## src/rtl/led_counter_bank.sv

```systemverilog
// Bank of independent LED counters stepped from one shared prescaler tick.
// Each channel has its own mode (hold/up/down/bounce) and power-of-two sub-divider.
module led_counter_bank #(
  parameter int WIDTH    = 8,
  parameter int CHANNELS = 4,
  parameter int PRESCALE = 1000000,
  localparam int CW      = (CHANNELS > 1) ? $clog2(CHANNELS) : 1
) (
  input  logic                      clk,
  input  logic                      rst_n,
  input  logic                      cfg_we,
  input  logic [CW-1:0]             cfg_ch,
  input  logic [1:0]                cfg_mode,
  input  logic [3:0]                cfg_div,
  input  logic                      cfg_clr,
  output logic                      tick,
  output logic [CHANNELS*WIDTH-1:0] count_out,
  output logic [CHANNELS-1:0]       wrap
);

  localparam int              PW        = (PRESCALE > 1) ? $clog2(PRESCALE) : 1;
  localparam logic [PW-1:0]   PRESC_MAX = PW'(PRESCALE - 1);
  localparam logic [WIDTH-1:0] CNT_MAX  = '1;
  localparam logic [WIDTH-1:0] CNT_ONE  = WIDTH'(1);

  typedef enum logic [1:0] {
    MODE_HOLD   = 2'd0,
    MODE_UP     = 2'd1,
    MODE_DOWN   = 2'd2,
    MODE_BOUNCE = 2'd3
  } mode_e;

  logic [PW-1:0] presc;

  // NOTE: sequential state uses non-blocking assignments so every flop samples
  // pre-edge values; the async reset sits in the sensitivity list.
  always_ff @(posedge clk or negedge rst_n) begin
    if (!rst_n) begin
      presc <= '0;
      tick  <= 1'b0;
    end else if (presc == PRESC_MAX) begin
      presc <= '0;
      tick  <= 1'b1;
    end else begin
      presc <= presc + PW'(1);
      tick  <= 1'b0;
    end
  end

  for (genvar n = 0; n < CHANNELS; n++) begin : g_ch
    logic [WIDTH-1:0] count, count_nx;
    logic [14:0]      sub, sub_max;
    logic             dir, dir_nx, wrap_q, wrap_nx;
    mode_e            mode;
    logic [3:0]       div;
    logic             sel, step;

    // Out-of-range channel indices never match any n, so such writes are dropped.
    assign sel     = cfg_we && (cfg_ch == CW'(n));
    assign sub_max = 15'((16'd1 << div) - 16'd1);
    assign step    = (sub == sub_max);

    // NOTE: every output of this block gets a default first, so no path can
    // leave a variable unassigned and infer a latch.
    always_comb begin
      count_nx = count;
      dir_nx   = dir;
      wrap_nx  = 1'b0;
      case (mode)
        MODE_UP: begin
          count_nx = count + CNT_ONE;
          wrap_nx  = (count == CNT_MAX);
        end
        MODE_DOWN: begin
          count_nx = count - CNT_ONE;
          wrap_nx  = (count == '0);
        end
        MODE_BOUNCE: begin
          if (!dir) begin
            if (count == CNT_MAX) begin
              dir_nx   = 1'b1;
              count_nx = CNT_MAX - CNT_ONE;
              wrap_nx  = 1'b1;
            end else begin
              count_nx = count + CNT_ONE;
            end
          end else begin
            if (count == '0) begin
              dir_nx   = 1'b0;
              count_nx = CNT_ONE;
              wrap_nx  = 1'b1;
            end else begin
              count_nx = count - CNT_ONE;
            end
          end
        end
        default: ;
      endcase
    end

    // A config write on this channel takes priority over a coincident step.
    always_ff @(posedge clk or negedge rst_n) begin
      if (!rst_n) begin
        count  <= '0;
        sub    <= '0;
        dir    <= 1'b0;
        mode   <= MODE_UP;
        div    <= '0;
        wrap_q <= 1'b0;
      end else if (sel) begin
        mode   <= mode_e'(cfg_mode);
        div    <= cfg_div;
        sub    <= '0;
        dir    <= 1'b0;
        wrap_q <= 1'b0;
        if (cfg_clr) count <= '0;
      end else begin
        wrap_q <= 1'b0;
        if (tick) begin
          if (step) begin
            sub    <= '0;
            count  <= count_nx;
            dir    <= dir_nx;
            wrap_q <= wrap_nx;
          end else begin
            sub <= sub + 15'd1;
          end
        end
      end
    end

    assign count_out[n*WIDTH +: WIDTH] = count;
    assign wrap[n]                     = wrap_q;
  end

endmodule
```

## config.mk

```make
export PLATFORM = sky130hd
export DESIGN_NAME = led_counter_bank
export DESIGN_NICKNAME = d
export VERILOG_FILES = /design/src/rtl/led_counter_bank.sv
export SDC_FILE = /design/constraint.sdc
export NUM_CORES = 1
export LEC_CHECK = 0
export CAP_MARGIN = 10
export CORE_MARGIN = 2
export CORE_UTILIZATION = 45
export DETAILED_ROUTE_END_ITERATION = 8
export GPL_TIMING_DRIVEN = 0
export PLACE_DENSITY = 0.64
export SLEW_MARGIN = 20
export SYNTH_ARGS = -nofsm -noshare
export SYNTH_HDL_FRONTEND = slang
export SYNTH_SLANG_ARGS = --single-unit
```

## constraint.sdc

```tcl
create_clock -name clk -period 7.2 [get_ports clk]
set_input_delay 1.8 -clock clk [delete_from_list [all_inputs] [get_ports clk]]
set_output_delay 1.8 -clock clk [all_outputs]
set_load 0.01 [all_outputs]
```

## Yosys cells after proc, flatten, opt, wreduce, memory -nomap -nowiden

Index checks and enable logic that the tools add are counted.

- Reduce and logical (&&, ||, !) cells: 33
- Multiplexer cells: 95
- Add/sub/neg operators: 17
- Equality and inequality tests: 28
- Shift-type cells: 4

Operators with widths:

| cell | number |
|---|---|
| $mux 8 | 25 |
| $mux 15 | 12 |
| $pmux 8 s3 | 4 |
| $add 15x1->15 const B | 4 |
| $eq 15x15->1 | 4 |
| $shl 1x4->15 const A | 4 |
| $sub 15x1->15 const B | 4 |
| $mux 1 | 49 |
| $add 8x1->8 const B | 4 |
| $eq 8x8->1 const B | 4 |
| $logic_not 8->1 | 4 |
| $sub 8x1->8 const B | 4 |
| $reduce_bool 2->1 | 12 |
| $add 20x1->20 const B | 1 |
| $eq 2x2->1 const B | 10 |
| $eq 20x20->1 const B | 1 |
| $mux 20 | 1 |
| $reduce_and 4->1 | 4 |
| $reduce_bool 4->1 | 4 |
| $pmux 1 s3 | 4 |
| $reduce_and 3->1 | 4 |
| $eq 2x1->1 const B | 5 |
| $ne 2x2->1 const B | 4 |
| $logic_and 1x1->1 | 4 |
| $logic_not 2->1 | 1 |

- Logic and storage cells: 203
- Output and inout bits: 37
- Flip-flop bits (word level): 145

## Logic depth before layout (Yosys ltp)

- Depth in word-level cells: 7
- Gate-level depth with buffers: 14

## Worst setup path before layout

No wires, ideal clock.

- Path kind: input port to flip-flop
- Start point: input cfg_we
- End point: register g_ch[1].count[6]
- Cell stages on the path: 9
- Library setup time: 0.125 ns
- Arrival: 3.479 ns
- Path buffers: 2
- Slack: 3.596 ns
- Data required time: 7.075 ns
- Cell sequence: and3b_1 > clkbuf_1 > nor2_1 > o21ai_0 > nor3_1 > nand4_4 > and2_1 > buf_6 > mux2_4

- Word-level cells in the longest chain between the ends: 3
- Elaborated cells on any way between the ends: 7

RTL lines:

| what | RTL line | RTL |
|---|---|---|
| from (decl) | 11 | `input logic cfg_we,` |
| $logic_and 1x1->1 (*) | 59 | `assign sel = cfg_we && (cfg_ch == CW'(n));` |
| $reduce_bool 4->1 (no source line), or another cell as far along | -- |  |
| $reduce_and 4->1 (no source line) | -- |  |
| to (signal assigned) | 122 | `count <= count_nx;` |
| to (decl) | 51 | `logic [WIDTH-1:0] count, count_nx;` |

Mark *: on every way between the ends. The rest lies on a longest branch, timed or not.
A chain may end at the register's enable or synchronous reset.

## Final worst setup path

- Start point: input cfg_we
- End point: register g_ch[0].count[4]

- Word-level cells in the longest chain between the ends: 3
- Elaborated cells on any way between the ends: 7

RTL lines:

| what | RTL line |
|---|---|
| $logic_and 1x1->1 (*) | 59 |
| $reduce_bool 4->1 (no source line), or another cell as far along | -- |
| $reduce_and 4->1 (no source line) | -- |
| to (signal assigned) | 122 |
| to (decl) | 51 |

Marked as above.

==> flow_summary.toml <==
[synthesis]
synth-simple-area-share = 0.2747
synth-compound-area-share = 0.1812
post_synth_num_cell_types = 85
post_synth.cell_area_avg_um2 = 8.258
count_of_flip_flops_with_a_built_in_enable_after_synthesis = 0
post_synth_xor_area_fraction = 0.09403
async_flop_share = 1.000
dominantRegCellSynth = "dfrtp_1"
synthesized_netlist_net_count = 1289
ys_seq_area_frac = 0.3514
synth_seq_cells = 145
largest_family_of_logic_cells_by_synthesized_area = "simple AND/OR/NAND/NOR gates"
synthesis.area_um2 = 10340
synth_adder_area_share = 0.03026
synth_cells = 1252
synthMuxAreaShare = 0.01961
ys_warn_count = 0

[clocking]
worstSkewPairLatency_ps = 430
cts_repair_resize_count = 0
largest_buffer_count_on_any_clock_path = 2
clock_tree.htree_level_count = 4
cts_made_buffers = 17
tritoncts = "done"
clock-sinks = 145
clock_tree.root_cell = "clkbuf_16"
postCtsSetupRepairBufs = 0
clk_pin_slew_ps = 70
cts_hold_repair.buffers = 0

[grt]
gr-usage-all-layers = 0.2251
overflow = 0
pin_count_of_the_biggest_net_entering_global_routing = 96
grt_pass1_vias = 8826
antenna_found_initial = 0
first_pass_grt_wire_length_um = 44710

[die]
die_height_um = 155.6
die_ar_um2 = 24200
floorplan.io_pins = 49
die_width_um = 155.6
start_util = 0.4580
core_area_um2 = 22570
placement_rows = 55

[layout]
mostFrequentLayoutCells = "nand2_1, dfrtp_1, nor2_1, o21ai_0, xor2_1"
n_fill_cell = 2174
area_growth_pct = 14.54
post-route-cell-area_um2 = 11840
num_antenna_cells = 0
drive_gt1_frac = 0.07652
mostFrequentLayoutCell = "nand2_1"
final_net_count = 1357

[sta]
final.hold.worst_slack_ps = 469.4
max_freq_mhz = 235.9
final.setup_skew_ps = 9.934
fin_crit_sh = 0.5887
max_slew_headroom = 0.3128
final.min_clock_period_ps = 4239
final-hold-violation-count = 0
finalSetupViolCount = 0
worst-slew-pin-transition_ps = 1029
grt_setup_unrepaired = "no"
timing.final.max_slew_violations = 0

[worst_setup_path]
path_cells = "clkdlybuf4s50_1 -> nor3b_1 -> a211oi_1 -> o21ai_0 -> nor4_1 -> a21boi_1 -> a21oi_1 -> o22a_1"
worstRegToRegCells = 11
worst_setup_path_startpoint = "cfg_we"
worst_r2r_startpoint = "g_ch[3].div[3]"
worst_path_largest_cell_delay_ps = 860
worstPathRequired_ps = 7520
timing.critical_path.fanout_max = 10
crit_path_kind = "in -> reg"
critical_path.endpoint_type = "register"
crit_slowest_cell = "nor3b_1"
setup.reg_to_reg.worst_slack_ps = 3350
worstPathArrival_ps = 4560
cp-start-kind = "input pin"
worstReg2RegEnd = "g_ch[3].count[1]"

[pwr]
power.share.sequential = 0.360
pwr-share-comb = 0.271
clock_power_share = 0.370
power.ir.vdd_worst_uv = 135.2
netSwitchingFraction = 0.3268
power_report.internal_total_w = 0.001742
power.density_cell_area_nw_per_um2 = 218.5
switchingPower_w = 0.0008457
power_leakage_nw = 5.068

[routing]
detailroute.via_count = 9359
drt_first_iter_violations = 666
wire_per_inst_um = 16.45
detail_route.drc_violations = 0
vias_per_cell = 5.784
route.final.wire_length_um = 26610
drt_pre_antenna_iters = 5
final_antenna_net_count = 0

[placed_design]
port_buffers = 48
place.gp.congestion = 0.9030
detail_placement_hpwl_um = 18760
placed_area_um2 = 11210

[worst_hold_path]
endpoint_with_the_worst_hold_slack = "presc[4]"
hold_path_class = "reg -> reg"
worst_hold_startpoint = "presc[4]"
worstHoldPathCells = 1

[status]
result_of_the_run = "finished, final reports clean"

[flow_run]
maxCapViolCount = 0
## worst max path at each step
stage                                   to  depth (start not counted)  slack, ps
after floorplan           g_ch[1].count[6]                          9       3600
after global placement      g_ch[1].sub[5]                          1      -1730
after detailed placement  g_ch[0].count[4]                          8       2570
after CTS                 g_ch[0].count[4]                          8       3030
after global routing      g_ch[0].count[5]                          8       2730
final                     g_ch[0].count[4]                          8       2960
## power groups by stage
| stage | clock [W] | sequential, W | combinational, W |
|---|---|---|---|
| global route | 0.00101 | 0.000941 | 0.000774 |
| floorplan | 0 | 0.000943 | 0.000481 |
| CTS | 0.000982 | 0.000930 | 0.000693 |
| finish | 0.000956 | 0.000931 | 0.000700 |
| detailed placement | 0 | 0.000945 | 0.000690 |
| global placement | 0 | 0.000944 | 0.000680 |
## state kept, by name (all words and copies together), names as in the netlist
name / count
g_ch.sub: 60
g_ch.count: 32
presc: 20
g_ch.div: 16
g_ch.mode: 8
g_ch.dir: 4
g_ch.wrap_q: 4
tick: 1
## synthesized netlist by cell type, types with 5 or more instances
cell type,n,share of area
a211oi_1,12,0.0087
a21o_1,10,0.0073
a21oi_1,55,0.027
a221oi_1,7,0.0059
a22oi_1,6,0.0044
a311oi_1,5,0.0042
a31oi_1,17,0.010
a32oi_1,5,0.0042
and2_1,8,0.0048
and3_1,34,0.021
and4_1,10,0.0085
buf_1,7,0.0025
buf_2,22,0.011
clkbuf_1,46,0.017
dfrtp_1,141,0.34
ha_1,25,0.030
inv_1,41,0.015
mux2_2,6,0.0065
mux2i_1,12,0.012
nand2_1,152,0.055
nand3_1,51,0.025
nand3b_1,7,0.0051
nand4_1,24,0.015
nor2_1,136,0.049
nor2b_1,12,0.0073
nor3_1,37,0.018
nor4_1,12,0.0073
nor4b_1,6,0.0051
o2111ai_1,5,0.0042
o211ai_1,8,0.0058
o21a_1,7,0.0051
o21ai_0,58,0.028
o21bai_1,6,0.0044
o22a_1,5,0.0042
o22ai_1,11,0.0067
o311ai_0,9,0.0076
o31ai_1,6,0.0044
or2_2,5,0.0030
or3_1,23,0.014
or3b_2,5,0.0042
xnor2_1,55,0.047
xor2_1,56,0.047
## routing by layer
layer,vias to the layer above,wire [µm],track usage
met5,-,0,0
met1,4441,12590,0.3110
li1,4639,-,-
met2,239,12480,0.3641
met3,40,1076,0.03444
met4,0,462,0.07252
## final cells by class
cell class	count	area, µm²	area share
Clock buffer	17	425.4	0.03593
Buffer	80	350.3	0.02959
Tap cell	285	356.6	0.03011
Multi-Input combinational cell	986	6201	0.5237
Inverter	41	153.9	0.01300
Sequential cell	145	3633	0.3068
Timing Repair Buffer	49	513.0	0.04332
Clock inverter	15	207.7	0.01754
## critical path: cells and delay by family
family | cells | cell delay [ps]
AOI/OAI and AO/OA | 5 | 1270
buffers and inverters | 1 | 560
and+or+nand+nor | 2 | 940
## logic make-up after synthesis
kind of cell    after synthesis
compound gates              275
xor+xnor                    111
fa+ha+maj                    25
buf+inv                     121
flops                       145
mux                          19
simple gates                556
## stage by stage
| stage | total power, W | instances | utilization | setup WS (ps) | TNS (ps) |
|---|---|---|---|---|---|
| 2_1_floorplan | 0.001424 | 1252 | - | 3596 | 0 |
| 3_3_place_gp | 0.001624 | 1585 | 0.4951 | -1729 | -240910 |
| 3_5_place_dp | 0.001634 | 1586 | 0.4966 | 2567 | 0 |
| 4_1_cts | 0.002606 | 1618 | 0.5246 | 3028 | 0 |
| 5_1_grt | 0.002729 | 1618 | 0.5246 | 2726 | 0 |
| 6_report | 0.002588 | 1618 | 0.5246 | 2961 | 0 |
(Power assumes the default switching activity.)
